[src/rtl/div_pkg.sv]
// Shared types and helpers for the sequential restoring divider.
package div_pkg;

    typedef enum logic [1:0] {
        IDLE = 2'd0,
        RUN  = 2'd1,
        DZ   = 2'd2,
        FIN  = 2'd3
    } div_state_e;

    // Divide-by-zero quotient: all ones, sliced to the operand width at use.
    localparam logic [63:0] DZ_QUOTIENT = {64{1'b1}};

    function automatic int cnt_width(input int n);
        return (n < 2) ? 1 : $clog2(n);
    endfunction

endpackage

[src/rtl/divider_seq_if.sv]
// Start/done handshake and operand/result bus of the sequential divider.
interface divider_seq_if #(parameter int N = 8);
    logic         start;
    logic [N-1:0] dividend;
    logic [N-1:0] divisor;
    logic         busy;
    logic         done;
    logic [N-1:0] quotient;
    logic [N-1:0] remainder;
    logic         div_by_zero;

    modport master (
        output start, dividend, divisor,
        input  busy, done, quotient, remainder, div_by_zero
    );

    modport slave (
        input  start, dividend, divisor,
        output busy, done, quotient, remainder, div_by_zero
    );
endinterface

[src/rtl/div_step.sv]
// One combinational restoring-division iteration; reusable for unrolled dividers.
module div_step #(
    parameter int N = 8
) (
    input  logic [N:0]   r,
    input  logic [N-1:0] q,
    input  logic [N-1:0] divisor,
    output logic [N:0]   r_next,
    output logic [N-1:0] q_next
);
    logic [N:0] r_shift_s;
    logic       unused_s;

    // The partial remainder entering a step is always below the divisor, so its MSB is never needed.
    assign r_shift_s = {r[N-1:0], q[N-1]};
    assign unused_s  = r[N];

    // Trial subtraction: keep the difference and set the quotient bit if it fits.
    always_comb begin
        if (r_shift_s >= {1'b0, divisor}) begin
            r_next = r_shift_s - {1'b0, divisor};
            q_next = {q[N-2:0], 1'b1};
        end else begin
            r_next = r_shift_s;
            q_next = {q[N-2:0], 1'b0};
        end
    end
endmodule

[src/rtl/divider_seq.sv]
// Iterative restoring divider, one quotient bit per clock, start/done handshake.
// Define DIVIDER_SIGNED_EN for two's-complement operands (truncating division).
module divider_seq
    import div_pkg::*;
#(
    parameter int N = 8
) (
    input  logic          clk,
    input  logic          rst_n,
    divider_seq_if.slave  bus
);
    localparam int CW = cnt_width(N);

    div_state_e   state_r, state_s;
    logic [CW-1:0] cnt_r;
    logic [N:0]   r_r, r_next_s;
    logic [N-1:0] q_r, q_next_s, dvs_r, dvd_r;
    logic [N-1:0] dvd_abs_s, dvs_abs_s, quo_fin_s, rem_fin_s;
    logic [N-1:0] quo_r, rem_r;
    logic         busy_r, done_r, dbz_r;

    div_step #(.N(N)) u_step (
        .r       (r_r),
        .q       (q_r),
        .divisor (dvs_r),
        .r_next  (r_next_s),
        .q_next  (q_next_s)
    );

`ifdef DIVIDER_SIGNED_EN
    logic neg_q_r, neg_r_r;

    assign dvd_abs_s = bus.dividend[N-1] ? ({N{1'b0}} - bus.dividend) : bus.dividend;
    assign dvs_abs_s = bus.divisor[N-1]  ? ({N{1'b0}} - bus.divisor)  : bus.divisor;
    // MIN/-1 needs no special case: |MIN| = MIN and the quotient is not negated.
    assign quo_fin_s = neg_q_r ? ({N{1'b0}} - q_next_s) : q_next_s;
    assign rem_fin_s = neg_r_r ? ({N{1'b0}} - r_next_s[N-1:0]) : r_next_s[N-1:0];
`else
    assign dvd_abs_s = bus.dividend;
    assign dvs_abs_s = bus.divisor;
    assign quo_fin_s = q_next_s;
    assign rem_fin_s = r_next_s[N-1:0];
`endif

    // State register.
    always_ff @(posedge clk or negedge rst_n) begin
        if (!rst_n) begin
            state_r <= IDLE;
        end else begin
            state_r <= state_s;
        end
    end

    // Next-state logic.
    always_comb begin
        state_s = state_r;
        case (state_r)
            IDLE: begin
                if (bus.start) begin
                    state_s = (bus.divisor == {N{1'b0}}) ? DZ : RUN;
                end else begin
                    state_s = IDLE;
                end
            end
            RUN: begin
                if (cnt_r == {CW{1'b0}}) begin
                    state_s = FIN;
                end else begin
                    state_s = RUN;
                end
            end
            DZ:      state_s = FIN;
            FIN:     state_s = IDLE;
            default: state_s = IDLE;
        endcase
    end

    // Datapath, iteration counter and registered results.
    always_ff @(posedge clk or negedge rst_n) begin
        if (!rst_n) begin
            cnt_r  <= {CW{1'b0}};
            r_r    <= {(N+1){1'b0}};
            q_r    <= {N{1'b0}};
            dvs_r  <= {N{1'b0}};
            dvd_r  <= {N{1'b0}};
            quo_r  <= {N{1'b0}};
            rem_r  <= {N{1'b0}};
            busy_r <= 1'b0;
            done_r <= 1'b0;
            dbz_r  <= 1'b0;
`ifdef DIVIDER_SIGNED_EN
            neg_q_r <= 1'b0;
            neg_r_r <= 1'b0;
`endif
        end else begin
            busy_r <= (state_s == RUN) || (state_s == DZ);
            done_r <= (state_s == FIN);
            case (state_r)
                IDLE: begin
                    if (bus.start) begin
                        r_r   <= {(N+1){1'b0}};
                        q_r   <= dvd_abs_s;
                        dvs_r <= dvs_abs_s;
                        dvd_r <= bus.dividend;
                        cnt_r <= CW'(N - 1);
                        dbz_r <= 1'b0;
`ifdef DIVIDER_SIGNED_EN
                        neg_q_r <= bus.dividend[N-1] ^ bus.divisor[N-1];
                        neg_r_r <= bus.dividend[N-1];
`endif
                    end
                end
                RUN: begin
                    r_r   <= r_next_s;
                    q_r   <= q_next_s;
                    cnt_r <= cnt_r - CW'(1);
                    if (cnt_r == {CW{1'b0}}) begin
                        quo_r <= quo_fin_s;
                        rem_r <= rem_fin_s;
                    end
                end
                DZ: begin
                    quo_r <= DZ_QUOTIENT[N-1:0];
                    rem_r <= dvd_r;
                    dbz_r <= 1'b1;
                end
                FIN: begin
                end
                default: begin
                end
            endcase
        end
    end

    assign bus.busy        = busy_r;
    assign bus.done        = done_r;
    assign bus.quotient    = quo_r;
    assign bus.remainder   = rem_r;
    assign bus.div_by_zero = dbz_r;
endmodule

[src/flat_wrapper.sv]
// flat-port wrapper written by rule: the top's interface ports become plain ports
module divider_seq_flat import div_pkg::*;
#(
    parameter int N = 8
)
  (clk, rst_n, bus_start, bus_dividend, bus_divisor, bus_busy, bus_done, bus_quotient, bus_remainder, bus_div_by_zero);
  divider_seq_if #(.N(N)) bus_i ();
  input  logic clk;
  input  logic rst_n;
  input wire logic [$bits(bus_i.start)-1:0] bus_start;
  input wire logic [$bits(bus_i.dividend)-1:0] bus_dividend;
  input wire logic [$bits(bus_i.divisor)-1:0] bus_divisor;
  output wire logic [$bits(bus_i.busy)-1:0] bus_busy;
  output wire logic [$bits(bus_i.done)-1:0] bus_done;
  output wire logic [$bits(bus_i.quotient)-1:0] bus_quotient;
  output wire logic [$bits(bus_i.remainder)-1:0] bus_remainder;
  output wire logic [$bits(bus_i.div_by_zero)-1:0] bus_div_by_zero;
  assign bus_i.start = bus_start;
  assign bus_i.dividend = bus_dividend;
  assign bus_i.divisor = bus_divisor;
  assign bus_busy = bus_i.busy;
  assign bus_done = bus_i.done;
  assign bus_quotient = bus_i.quotient;
  assign bus_remainder = bus_i.remainder;
  assign bus_div_by_zero = bus_i.div_by_zero;
  divider_seq #(.N(N)) u_core (.clk(clk), .rst_n(rst_n), .bus(bus_i));
endmodule
[config.mk]
export PLATFORM = sky130hd
export DESIGN_NAME = divider_seq_flat
export DESIGN_NICKNAME = d
export VERILOG_FILES = /design/src/rtl/div_pkg.sv /design/src/rtl/divider_seq_if.sv /design/src/rtl/div_step.sv /design/src/rtl/divider_seq.sv /design/src/flat_wrapper.sv
export SDC_FILE = /design/constraint.sdc
export NUM_CORES = 1
export LEC_CHECK = 0
export CORE_UTILIZATION = 50
export CTS_BUF_LIST = sky130_fd_sc_hd__clkbuf_8
export DETAILED_ROUTE_END_ITERATION = 7
export HOLD_SLACK_MARGIN = 0.02
export PLACE_DENSITY = 0.73
export SETUP_SLACK_MARGIN = 0.02
export SLEW_MARGIN = 30
export SYNTH_ARGS = -nofsm -noshare
export SYNTH_HDL_FRONTEND = slang
export SYNTH_SLANG_ARGS = --single-unit
export TNS_END_PERCENT = 20
[constraint.sdc]
create_clock -name clk -period 2.1 [get_ports clk]
set_input_delay 0.42 -clock clk [delete_from_list [all_inputs] [get_ports clk]]
set_output_delay 0.42 -clock clk [all_outputs]
set_load 0.02 [all_outputs]
Word level (Yosys, flattened, before mapping)
Index checks and enable logic that the tools add are counted.
W data, S select, Z words.
{"block": "word_totals", "out_inout_bits": 19, "word_cells": 51, "regBits": 56}
{"block": "classes", "n_lt_le_gt_ge": 1, "reduce_logical": 11, "muxes": 18, "n_addsub": 2, "eq_ne": 8}
{"op": "$pmux W8 S2", "n": 4}
{"op": "$mux W8", "n": 5}
{"op": "$ge A9 B8 Y1", "n": 1}
{"op": "$eq A2 B2 Y1 const B", "n": 4}
{"op": "$logic_not A8 Y1", "n": 1}
{"op": "$pmux W2 S4", "n": 1}
{"op": "$reduce_and A2 Y1", "n": 4}
{"op": "$sub A8 B8 Y8", "n": 1}
{"op": "$mux W2", "n": 3}
{"op": "$pmux W3 S2", "n": 1}
{"op": "$reduce_bool A2 Y1", "n": 3}
{"op": "$eq A2 B1 Y1 const B", "n": 2}
{"op": "$logic_not A3 Y1", "n": 1}
{"op": "$mux W3", "n": 1}
{"op": "$sub A3 B1 Y3 const B", "n": 1}
{"op": "$logic_not A2 Y1", "n": 1}
{"op": "$mux W1", "n": 2}
{"op": "$ne A2 B1 Y1 const B", "n": 1}
{"op": "$ne A2 B2 Y1 const B", "n": 1}
{"op": "$pmux W1 S2", "n": 1}
{"op": "$logic_or A1 B1 Y1", "n": 1}

Longest topological paths before layout
{"block": "depth", "word_depth": 6, "mapped_depth": 9, "ltp_nobuf": 9}

Cells and area by module
Synthesis repeated with hierarchy kept, for this count alone.
{"block": "unflattened", "hier_cells": 257, "hier_area_um2": 2987.9}
{"mod": "divider_seq", "cells_each": 174, "instances": 1, "area_each_um2": 2388.5}
{"mod": "div_step", "cells_each": 83, "instances": 1, "area_each_um2": 599.3}

Worst setup path before layout
OpenSTA, ideal clock, no wires.
{"block": "synth_path", "kind": "reg2reg", "startpoint": "reg u_core.r_r[5]", "endpoint": "reg u_core.r_r[0]", "synth_period_minus_slack_ns": 1.890, "t_required_ns": 2.017, "path_stages_with_launch": 8, "t_arrival_ns": 1.807, "n_path_buf": 1, "setup_slack_ns": 0.210, "path_cell_list": "dfrtp_1 -> ha_1 -> buf_4 -> a21oi_2 -> o221ai_4 -> a21oi_4 -> mux2_2 -> o21ai_0"}
{"block": "synth_via", "elab_chain_cells": 3}
{"item": "start: declaration", "line_no": "divider_seq.sv:16", "text": "logic [N:0] r_r, r_next_s;"}
{"item": "start signal: assignment", "line_no": "divider_seq.sv:82", "text": "r_r <= {(N+1){1'b0}};"}
{"item": "start signal: assignment", "line_no": "divider_seq.sv:101", "text": "r_r <= {(N+1){1'b0}};"}
{"item": "start signal: assignment", "line_no": "divider_seq.sv:114", "text": "r_r <= r_next_s;"}
{"item": "$ge A9 B8 Y1", "line_no": "div_step.sv:20", "text": "if (r_shift_s >= {1'b0, divisor}) begin"}
{"item": "$mux W8", "line_no": "div_step.sv:20"}
{"item": "$pmux W8 S2", "line_no": "divider_seq.sv:98", "text": "case (state_r)"}
No other way between the ends.
A chain may end at the register's enable or synchronous reset.

Final worst setup path
{"block": "layout_path", "startpoint": "reg u_core.r_r[5]", "endpoint": "reg u_core.r_r[5]"}
The elaborated chain is that of the path after synthesis.

==> Implementation_results.wiki <==
{| class="wikitable"
! Metric !! Value
|-
| Outcome || completed
|-
| Final critical-path required period || approximately 2.0 ns
|-
| Clk Latency, worst-skew pair || approximately 0.31 ns
|-
| Standard cell core area || 5540 um^2
|-
| Wire length of the first global-routing pass || between 10000 and 15000 um
|-
| Number of antenna violations at the first check in global routing || 0
|-
| Maximum clock rate || around 500 MHz
|-
| Crit end category || flop
|-
| Synth-to-Final Area Change || 25.8%
|-
| Initial drt markers || 116
|-
| Die height || roughly 78 um
|-
| Arrival time of the worst setup path || 2.26 ns
|-
| Share of flip-flops with an asynchronous set or reset after synthesis || 1.00
|-
| Max rail drop VDD || 763 uV
|-
| Highest-delay cell along the critical path || dfrtp_1
|-
| Area after DPL || 3420 um^2
|-
| Critical path's top delay family || simple AND/OR/NAND/NOR gates
|-
| Die Footprint || between 6000 and 7000 um^2
|-
| Post-synthesis area per instance || ~11 um^2
|-
| Via count of the first global-routing pass || about 2300
|-
| DRC errors left || 0
|-
| EDFF count, synth || 0
|-
| Post-layout nets || 360
|-
| Master cell of the clock root buffer || clkbuf_8
|-
| Clk pin slew, worst setup/hold paths || 0.10 ns
|-
| Width of the die || 77.9 um
|-
| Total count of max-transition violations in the final report || 0
|-
| Total congestion overflow after global routing || 0
|-
| Clock tree from TritonCTS || done
|-
| Highest cell delay on the worst timing path || around 0.44 ns
|-
| Area fraction of the dominant cell type after synthesis || 0.487
|-
| Number of max-cap violations || 0
|-
| Area leader, netlist || dfrtp_1
|-
| Length of routed met2 wiring || around 3300 um
|-
| Min-delay worst type || input port to asynchronous set/reset pin
|-
| DR pass1 iterations || 4
|-
| RePlAce Congestion || 0.874
|-
| Share of layout cells above drive strength 1 || 0.211
|-
| Bufs on Longest Clock Path || 2
|-
| Std cell rows || 27
|-
| GRT Resource Usage Total || 0.236
|-
| Routed length per placed instance || 16.9 um
|-
| Wire length the detailed router placed on met1 || 3130 um
|-
| Diodes inserted || 0
|-
| Mean number of vias per cell || about 5.6
|-
| Port Buffer Count || 37
|-
| Synthesis-stage register bit count || 56
|-
| Syn nets || approximately 300
|-
| Detailed Route WL || between 6000 and 7000 um
|-
| Uppermost routed layer || met4
|-
| Total leakage power || 1.55 nW
|-
| Finished Layout Cells || roughly 400
|-
| CTS Buf Count || 5
|-
| Remaining antenna violation count after routing || 0
|-
| Worst clock skew || 0.00716 ns
|-
| Crit Path Class || flop to flop
|-
| Worst Path Required || between 2 and 2.5 ns
|-
| Number of cells after detailed placement || roughly 390
|-
| RSZ-0062 raised after global routing || true
|-
| Worst Path Max Fanout || 5
|-
| Share of synthesized area occupied by flip-flops and latches || 0.487
|-
| Hold-fix buffer count after cts || 0
|-
| Final Cell Area || ~3600 um^2
|-
| Number of H-tree levels || 2
|-
| Count of boundary I/O pins || 38
|-
| Worst-path cell chain || ha_1 -> nand3_2 -> o221ai_4 -> a21oi_4 -> buf_4 -> or3b_4 -> o21ai_2
|-
| Via count || ~2200
|-
| Dpl hpwl || roughly 4800 um
|-
| Actual slew at the worst max-slew pin || between 0.5 and 0.6 ns
|-
| Power per Cell Area || ~1500 nW/um^2
|-
| Filler Cell Count || about 470
|-
| Count leader, synth || dfrtp_1
|-
| Startpoint Class || flop
|-
| Final worst-path cycle share || 0.961
|-
| Distinct cell type count after synthesis || 48
|-
| Hold Vio Cnt, Final || 0
|-
| Maximum number of pins on one net before global-route repair || 34
|-
| Starting density of the core || 0.519
|-
| Most instantiated flip-flop cell in the synthesis netlist || dfrtp_1
|-
| Top post-synthesis cells by count || dfrtp_1 (56), o21ai_0 (27), nand2_1 (23), inv_1 (18), mux2_2 (17)
|-
| Remaining max-slew budget at the tightest pin || 0.605
|-
| Summed instance area of the synthesized netlist || between 2000 and 3000 um^2
|-
| Met3 wire length || between 200 and 250 um
|-
| Setup violations, final || 0
|-
| Number of instances in the synthesized netlist || 270
|-
| Crit path buf inv count || 1
|-
| Number of sinks driven by the clock tree || 56
|-
| Yosys warning total || 0
|-
| Top post-synthesis cells by area || dfrtp_1 (49%), mux2_2 (6.7%), ha_1 (6.1%)
|}
-- per-layer routing --
layer  up-vias  track usage
met4         0       0.0849
met3        13       0.0318
met2        55        0.381
met1      1094        0.324
met5         -            0
li1       1072            -
-- cell families (layout without fill, tap and decap cells) --
logic type / after synthesis / after routing / synth area share
xor+xnor: 2 / 2 / 0.00609
mux: 28 / 28 / 0.105
simple gates: 63 / 63 / 0.115
flops: 56 / 56 / 0.487
fa+ha+maj: 15 / 15 / 0.0678
buf+inv: 29 / 86 / 0.0409
compound gates: 77 / 77 / 0.179
-- cells in the final DEF, fill, tap and decap left out, types with 2 or more instances in the layout --
cell and instances:
a211oi_1 5, inv_2 3, and2_1 2, clkbuf_8 5, a21oi_1 12, nor2b_1 5, mux2_2 17, nand3b_1 9
o22ai_1 2, buf_4 21, ha_1 11, nand2_1 23, inv_1 17, a21o_1 2, nand2b_1 2, nor4_1 2
nor2_1 10, ha_4 3, a21oi_2 4, nand3_1 3, o21ai_1 3, o21ai_0 26, clkdlybuf4s50_1 36, a21oi_4 2
mux2i_1 11, o22a_1 7, dfrtp_1 56
-- worst paths after layout --
| check | from | endpoint | slack [ns] | cells past startpoint |
|---|---|---|---|---|
| min | rst_n | u_core.bus.quotient[5] | 0.1 | 1 |
| max | u_core.r_r[5] | u_core.r_r[5] | 0.08 | 7 |
| max reg2reg | u_core.r_r[5] | u_core.r_r[5] | 0.08 | 7 |
| min reg2reg | u_core.r_r[7] | u_core.r_r[7] | 0.49 | 2 |
| max in group asynchronous | rst_n | u_core.r_r[2] | 1.41 | 2 |
| min in group clk | u_core.r_r[7] | u_core.r_r[7] | 0.49 | 2 |
-- registers in the layout, indices dropped and copies added, names as in the netlist --
register / count
u_core.bus.quotient: 8
u_core.bus.remainder: 8
u_core.dvd_r: 8
u_core.dvs_r: 8
u_core.q_r: 8
u_core.r_r: 8
u_core.cnt_r: 3
u_core.state_r: 2
u_core.bus.busy: 1
u_core.bus.div_by_zero: 1
u_core.bus.done: 1
-- metrics by stage --
stage	setup WS [ns]	power [W]	setup TNS, ns	hold slack (ns)	utilization
2_1_floorplan	0.210	0.00351	0	0.124	-
3_3_place_gp	0.0404	0.00428	0	0.457	0.617
3_5_place_dp	0.0371	0.00435	0	0.456	0.617
4_1_cts	0.0166	0.00501	0	0.116	0.636
5_1_grt	-0.00194	0.00565	-0.00328	0.119	0.654
6_report	0.0825	0.00530	0	0.0985	0.654
-- layout make-up --
type	instances	area, um^2	area share
multi-input cells	185	1430	0.395
clock buffers	5	68.8	0.0190
flip-flops and latches	56	1400	0.387
inverters	19	71.3	0.0197
repair buffers	59	543	0.150
well taps	72	90.1	0.0249
clock inverters	3	17.5	0.00484
-- timing repair --
action                     CTS  global route
pin swaps                    1             5
setup endpoints to repair    4            15
gates resized for setup      1            15
setup buffers                2             4
-- power by group --
part	switching [W]	leakage (nW)	internal (W)
clock network	0.000355	0.0497	0.000234
logic	0.00156	0.835	0.00140
registers	0.000263	0.667	0.00149
total	0.00218	1.55	0.00312
Note: power is estimated with default switching activity, not from simulation.
==> RTL change 1: new RTL, same flow settings <==
Re-encode `div_state_e` (4 states) as one-hot, 4 bits wide.
--- a/src/rtl/div_pkg.sv
+++ b/src/rtl/div_pkg.sv
@@ -1,11 +1,11 @@
 // Shared types and helpers for the sequential restoring divider.
 package div_pkg;
 
-    typedef enum logic [1:0] {
-        IDLE = 2'd0,
-        RUN  = 2'd1,
-        DZ   = 2'd2,
-        FIN  = 2'd3
+    typedef enum logic [3:0] {
+        IDLE = 4'b0001,
+        RUN  = 4'b0010,
+        DZ   = 4'b0100,
+        FIN  = 4'b1000
     } div_state_e;
 
     // Divide-by-zero quotient: all ones, sliced to the operand width at use.
Function: no difference found for any inputs over 10 cycles, from zero or initial values and one cycle with rst_n low; not proved beyond that.
==> RTL change 1 against the original RTL <==
- sequential share of layout area rose by 0.70 points
- count of clock-buffer cells in the layout rose by 4
- cell area rose by 1.8%
- global-route usage rose by 2.4 points
- utilization barely moved
- synthesized area rose by 3.6%
- first-iteration DRC count rose by 72%
- power rose by 13%
- critical path depth fell by 1
- sequential cell count rose by 2
- worst setup slack improved by 0.0065 ns
- wire length rose by 9.0%
- non-clock buffer count fell by 8
==> RTL change 1: results (changes against the original RTL) <==
* VDD IR max at 737 uV (-3.3%)
* Critical path's top delay family: compound AO/OA/AOI/OAI gates
* Total GRT Usage at 25.9% (+2.4 points)
* Crit path arrival time at 2.22 ns (-0.04 ns)
* Via density at 5.80 (+3.6%)
* Synth cell types at 58 (+21%)
* DR iter-0 viols at 200 (+72%)
* Worst-Margin Slew at 0.446 ns (-0.146 ns)
* Post-Synthesis Cells at 325 (+20%)
* Final Util at 65.4% (about the same)
* Count of filler cells inserted in the layout at 458 (-1.9%)
* Vias in the first global route at 2527 (+11%)
* Pleak at 1.73 nW (+11%)
* Largest net degree at the start of global routing at 59 (+74%)
* Synth Area in XOR/XNOR at 1.18% (+0.57 points)
* Compound-Gate Fraction of Synth Area at 17.8% (-0.027 points)
* DP Area at 3460 sq um (+1.1%)
* First-pass GRT wire length at 12300 microns (+13%)
* Share of layout cells above drive strength 1 at 12.3% (-8.8 points)
* Outcome: completed
* Post-Syn Nets at 355 (+17%)
* Via count at 2587 (+16%)
* Top cells by area, synth: dfrtp_1 48%, nand2_1 9.2%, ha_1 4.2%
* H-tree Lvls at 3 (+1)
* Dpl ws at -0.0216 ns (-0.0587 ns)
[RTL change 1: cell count changes after synthesis, moves of 9 or more]
cell / change
a31oi_1: +12
mux2_2: -17
mux2i_1: -9
nand2_1: +50
nand3_1: +13
o21ai_0: -13
[RTL change 1: power by group through the flow]
stage / Combinational (W) / Sequential [W] / Clock [W]
after floorplan: 0.00212 / 0.00182 / 0
final: 0.00307 / 0.00182 / 0.00112
after CTS: 0.00295 / 0.00181 / 0.00112
after global placement: 0.00282 / 0.00181 / 0
after detailed placement: 0.00291 / 0.00182 / 0
after global routing: 0.00340 / 0.00186 / 0.00117
[RTL change 1: through the flow]
| stage | hold slack [ns] | TNS (ns) |
|---|---|---|
| finish | 0.0752 | 0 |
| global route | 0.108 | -0.0728 |
| CTS | 0.0791 | 0 |
| detailed placement | 0.449 | -0.0404 |
| global placement | 0.447 | 0 |
| floorplan | 0.124 | 0 |
[RTL change 1: cell families (layout without fill, tap and decap cells)]
kind of cell	after synthesis	count (layout)
flip-flops	58	58
AND/OR/NAND/NOR	139	139
adder cells (fa/ha/maj)	11	11
buffers and inverters	32	81
multiplexers	2	2
XOR/XNOR	4	4
AO/OA/AOI/OAI	79	79
[RTL change 1: final timing paths]
check / start / endpoint / slack (ns)
max in group asynchronous: rst_n / u_core.state_r[0] / 1.73
setup reg to reg: u_core.r_r[5] / u_core.r_r[7] / 0.09
min in group clk: u_core.cnt_r[0] / u_core.cnt_r[0] / 0.48
hold reg to reg: u_core.cnt_r[0] / u_core.cnt_r[0] / 0.48
hold / removal: rst_n / u_core.bus.remainder[1] / 0.08
setup / recovery: u_core.r_r[5] / u_core.r_r[7] / 0.09
[RTL change 1: per-layer routing]
layer	vias up	GRT usage, %	share of wire [%]
met5	-	0	0
li1	1232	-	-
met2	66	40.5	48
met1	1278	36.0	46
met3	11	5.06	4.3
met4	0	8.91	1.5
[RTL change 1: worst register-to-register path, cell delays in order (launching register included)]
cell and delay, ns:
dfrtp_1 0.43, ha_1 0.39, a21o_1 0.21, nand2_1 0.09, nand2_1 0.28, o21ai_0 0.38
o21ai_1 0.10
[RTL change 1: timing repair]
| action | in CTS | in global routing |
|---|---|---|
| endpoints found under the setup margin | 4 | 6 |
| setup buffers | 0 | 0 |
| resized for setup | 1 | 3 |
| pin swaps | 0 | 3 |
[RTL change 1: area by class of cell]
type	count	share of cell area, %
tap	72	2.44
clock inverter	6	2.24
multi-input combinational	235	37.9
timing repair buffer	51	13.1
sequential	58	39.4
clock buffer	9	3.36
inverter	15	1.53
==> RTL change 2: new RTL, same flow settings <==
Made on the original files. `N` is set to 8 in 4 places; all go to 16.
--- a/src/rtl/divider_seq_if.sv
+++ b/src/rtl/divider_seq_if.sv
@@ -1,5 +1,5 @@
 // Start/done handshake and operand/result bus of the sequential divider.
-interface divider_seq_if #(parameter int N = 8);
+interface divider_seq_if #(parameter int N = 16);
     logic         start;
     logic [N-1:0] dividend;
     logic [N-1:0] divisor;
--- a/src/rtl/div_step.sv
+++ b/src/rtl/div_step.sv
@@ -1,6 +1,6 @@
 // One combinational restoring-division iteration; reusable for unrolled dividers.
 module div_step #(
-    parameter int N = 8
+    parameter int N = 16
 ) (
     input  logic [N:0]   r,
     input  logic [N-1:0] q,
--- a/src/rtl/divider_seq.sv
+++ b/src/rtl/divider_seq.sv
@@ -3,7 +3,7 @@
 module divider_seq
     import div_pkg::*;
 #(
-    parameter int N = 8
+    parameter int N = 16
 ) (
     input  logic          clk,
     input  logic          rst_n,
--- a/src/flat_wrapper.sv
+++ b/src/flat_wrapper.sv
@@ -1,7 +1,7 @@
 // flat-port wrapper written by rule: the top's interface ports become plain ports
 module divider_seq_flat import div_pkg::*;
 #(
-    parameter int N = 8
+    parameter int N = 16
 )
   (clk, rst_n, bus_start, bus_dividend, bus_divisor, bus_busy, bus_done, bus_quotient, bus_remainder, bus_div_by_zero);
   divider_seq_if #(.N(N)) bus_i ();
Ports: changed (resized bus_dividend, bus_divisor, bus_quotient and bus_remainder); port bits go from 38 to 70. No check against the original RTL was run, so the function may have changed too.
==> RTL change 2 against the original RTL <==
- the run now ends with setup timing left
- synthesized area increased by 98%
- count of clock-buffer cells in the layout increased by 4
- largest cell class unchanged
- worst setup slack got worse by 0.37 ns
- power increased by 99%
- first-iteration DRC count increased to 2.7 times the old value
- sequential cell count increased by 49
- largest power group unchanged
- wire length increased by 140%
- cell area increased by 120%
==> RTL change 2: results (changes against the original RTL) <==
* Synth cell types at 63 (+31%)
* RePlAce Congestion at 0.872 (-0.24%)
* Post-Syn Nets at 627 (+110%)
* Largest fanout on the critical path at 6 (+1)
* Total setup buffers inserted after CTS at 1 (-1)
* Worst setup margin at -0.289 ns (-0.372 ns)
* Critical path's top delay family: compound AO/OA/AOI/OAI gates
* Hold-fix buffers, CTS at 1 (+1)
* Failing checks: setup timing
* WL met1 at 7210 microns (+130%)
* WL final at 15900 microns (+140%)
* Pre-antenna DRT Iters at 5 (+1)
* CTS Buf Count at 9 (+4)
* WL/cell at 18.2 microns (+7.5%)
* H-tree Lvls at 3 (+1)
* Synth cell count leaders: 105 x dfrtp_1, 49 x o21ai_0, 40 x nand2_1, 33 x clkbuf_1, 32 x mux2_2
* Final setup viols at 34 (+34)
* DR iter-0 viols at 315 (+170%)
* Register area share after synthesis at 46.1% (-2.6 points)
* Worst-Margin Slew at 0.688 ns (+0.0966 ns)
* Setup_tns at -7.03 ns (-7.03 ns)
* # resized after CTS at 30 (+29)
* Outcome: finished, violations left
* Total GRT Usage at 28.4% (+4.8 points)
* Sw Ratio at 40.6% (-0.56 points)
* Pleak at 3.43 nW (+120%)
* Final hold slack at 0.485 ns (+0.387 ns)
* First-pass GRT wire length at 25600 microns (+130%)
* Worst-Skew Late Latency at 0.40 ns (+0.09 ns)
[RTL change 2: per-layer routing]
layer / up-vias / track usage [%]
met5: - / 0
met4: 0 / 12.4
met3: 31 / 3.65
met2: 151 / 47.2
met1: 2496 / 37.2
li1: 2428 / -
[RTL change 2: cell families after synthesis]
| family | share of synthesized area (%) |
|---|---|
| multiplexers | 8.61 |
| buffers and inverters | 4.92 |
| AND/OR/NAND/NOR | 12.7 |
| XOR/XNOR | 1.38 |
| AO/OA/AOI/OAI | 21.2 |
| flip-flops | 46.1 |
| adder cells (fa/ha/maj) | 4.96 |
[RTL change 2: final cells by class]
| class | count | area share (%) |
|---|---|---|
| inverters | 29 | 1.38 |
| multi-input cells | 394 | 38.4 |
| flip-flops and latches | 105 | 33.4 |
| repair buffers | 189 | 22.0 |
| clock inverters | 7 | 1.08 |
| clock buffers | 9 | 1.57 |
| well taps | 140 | 2.22 |
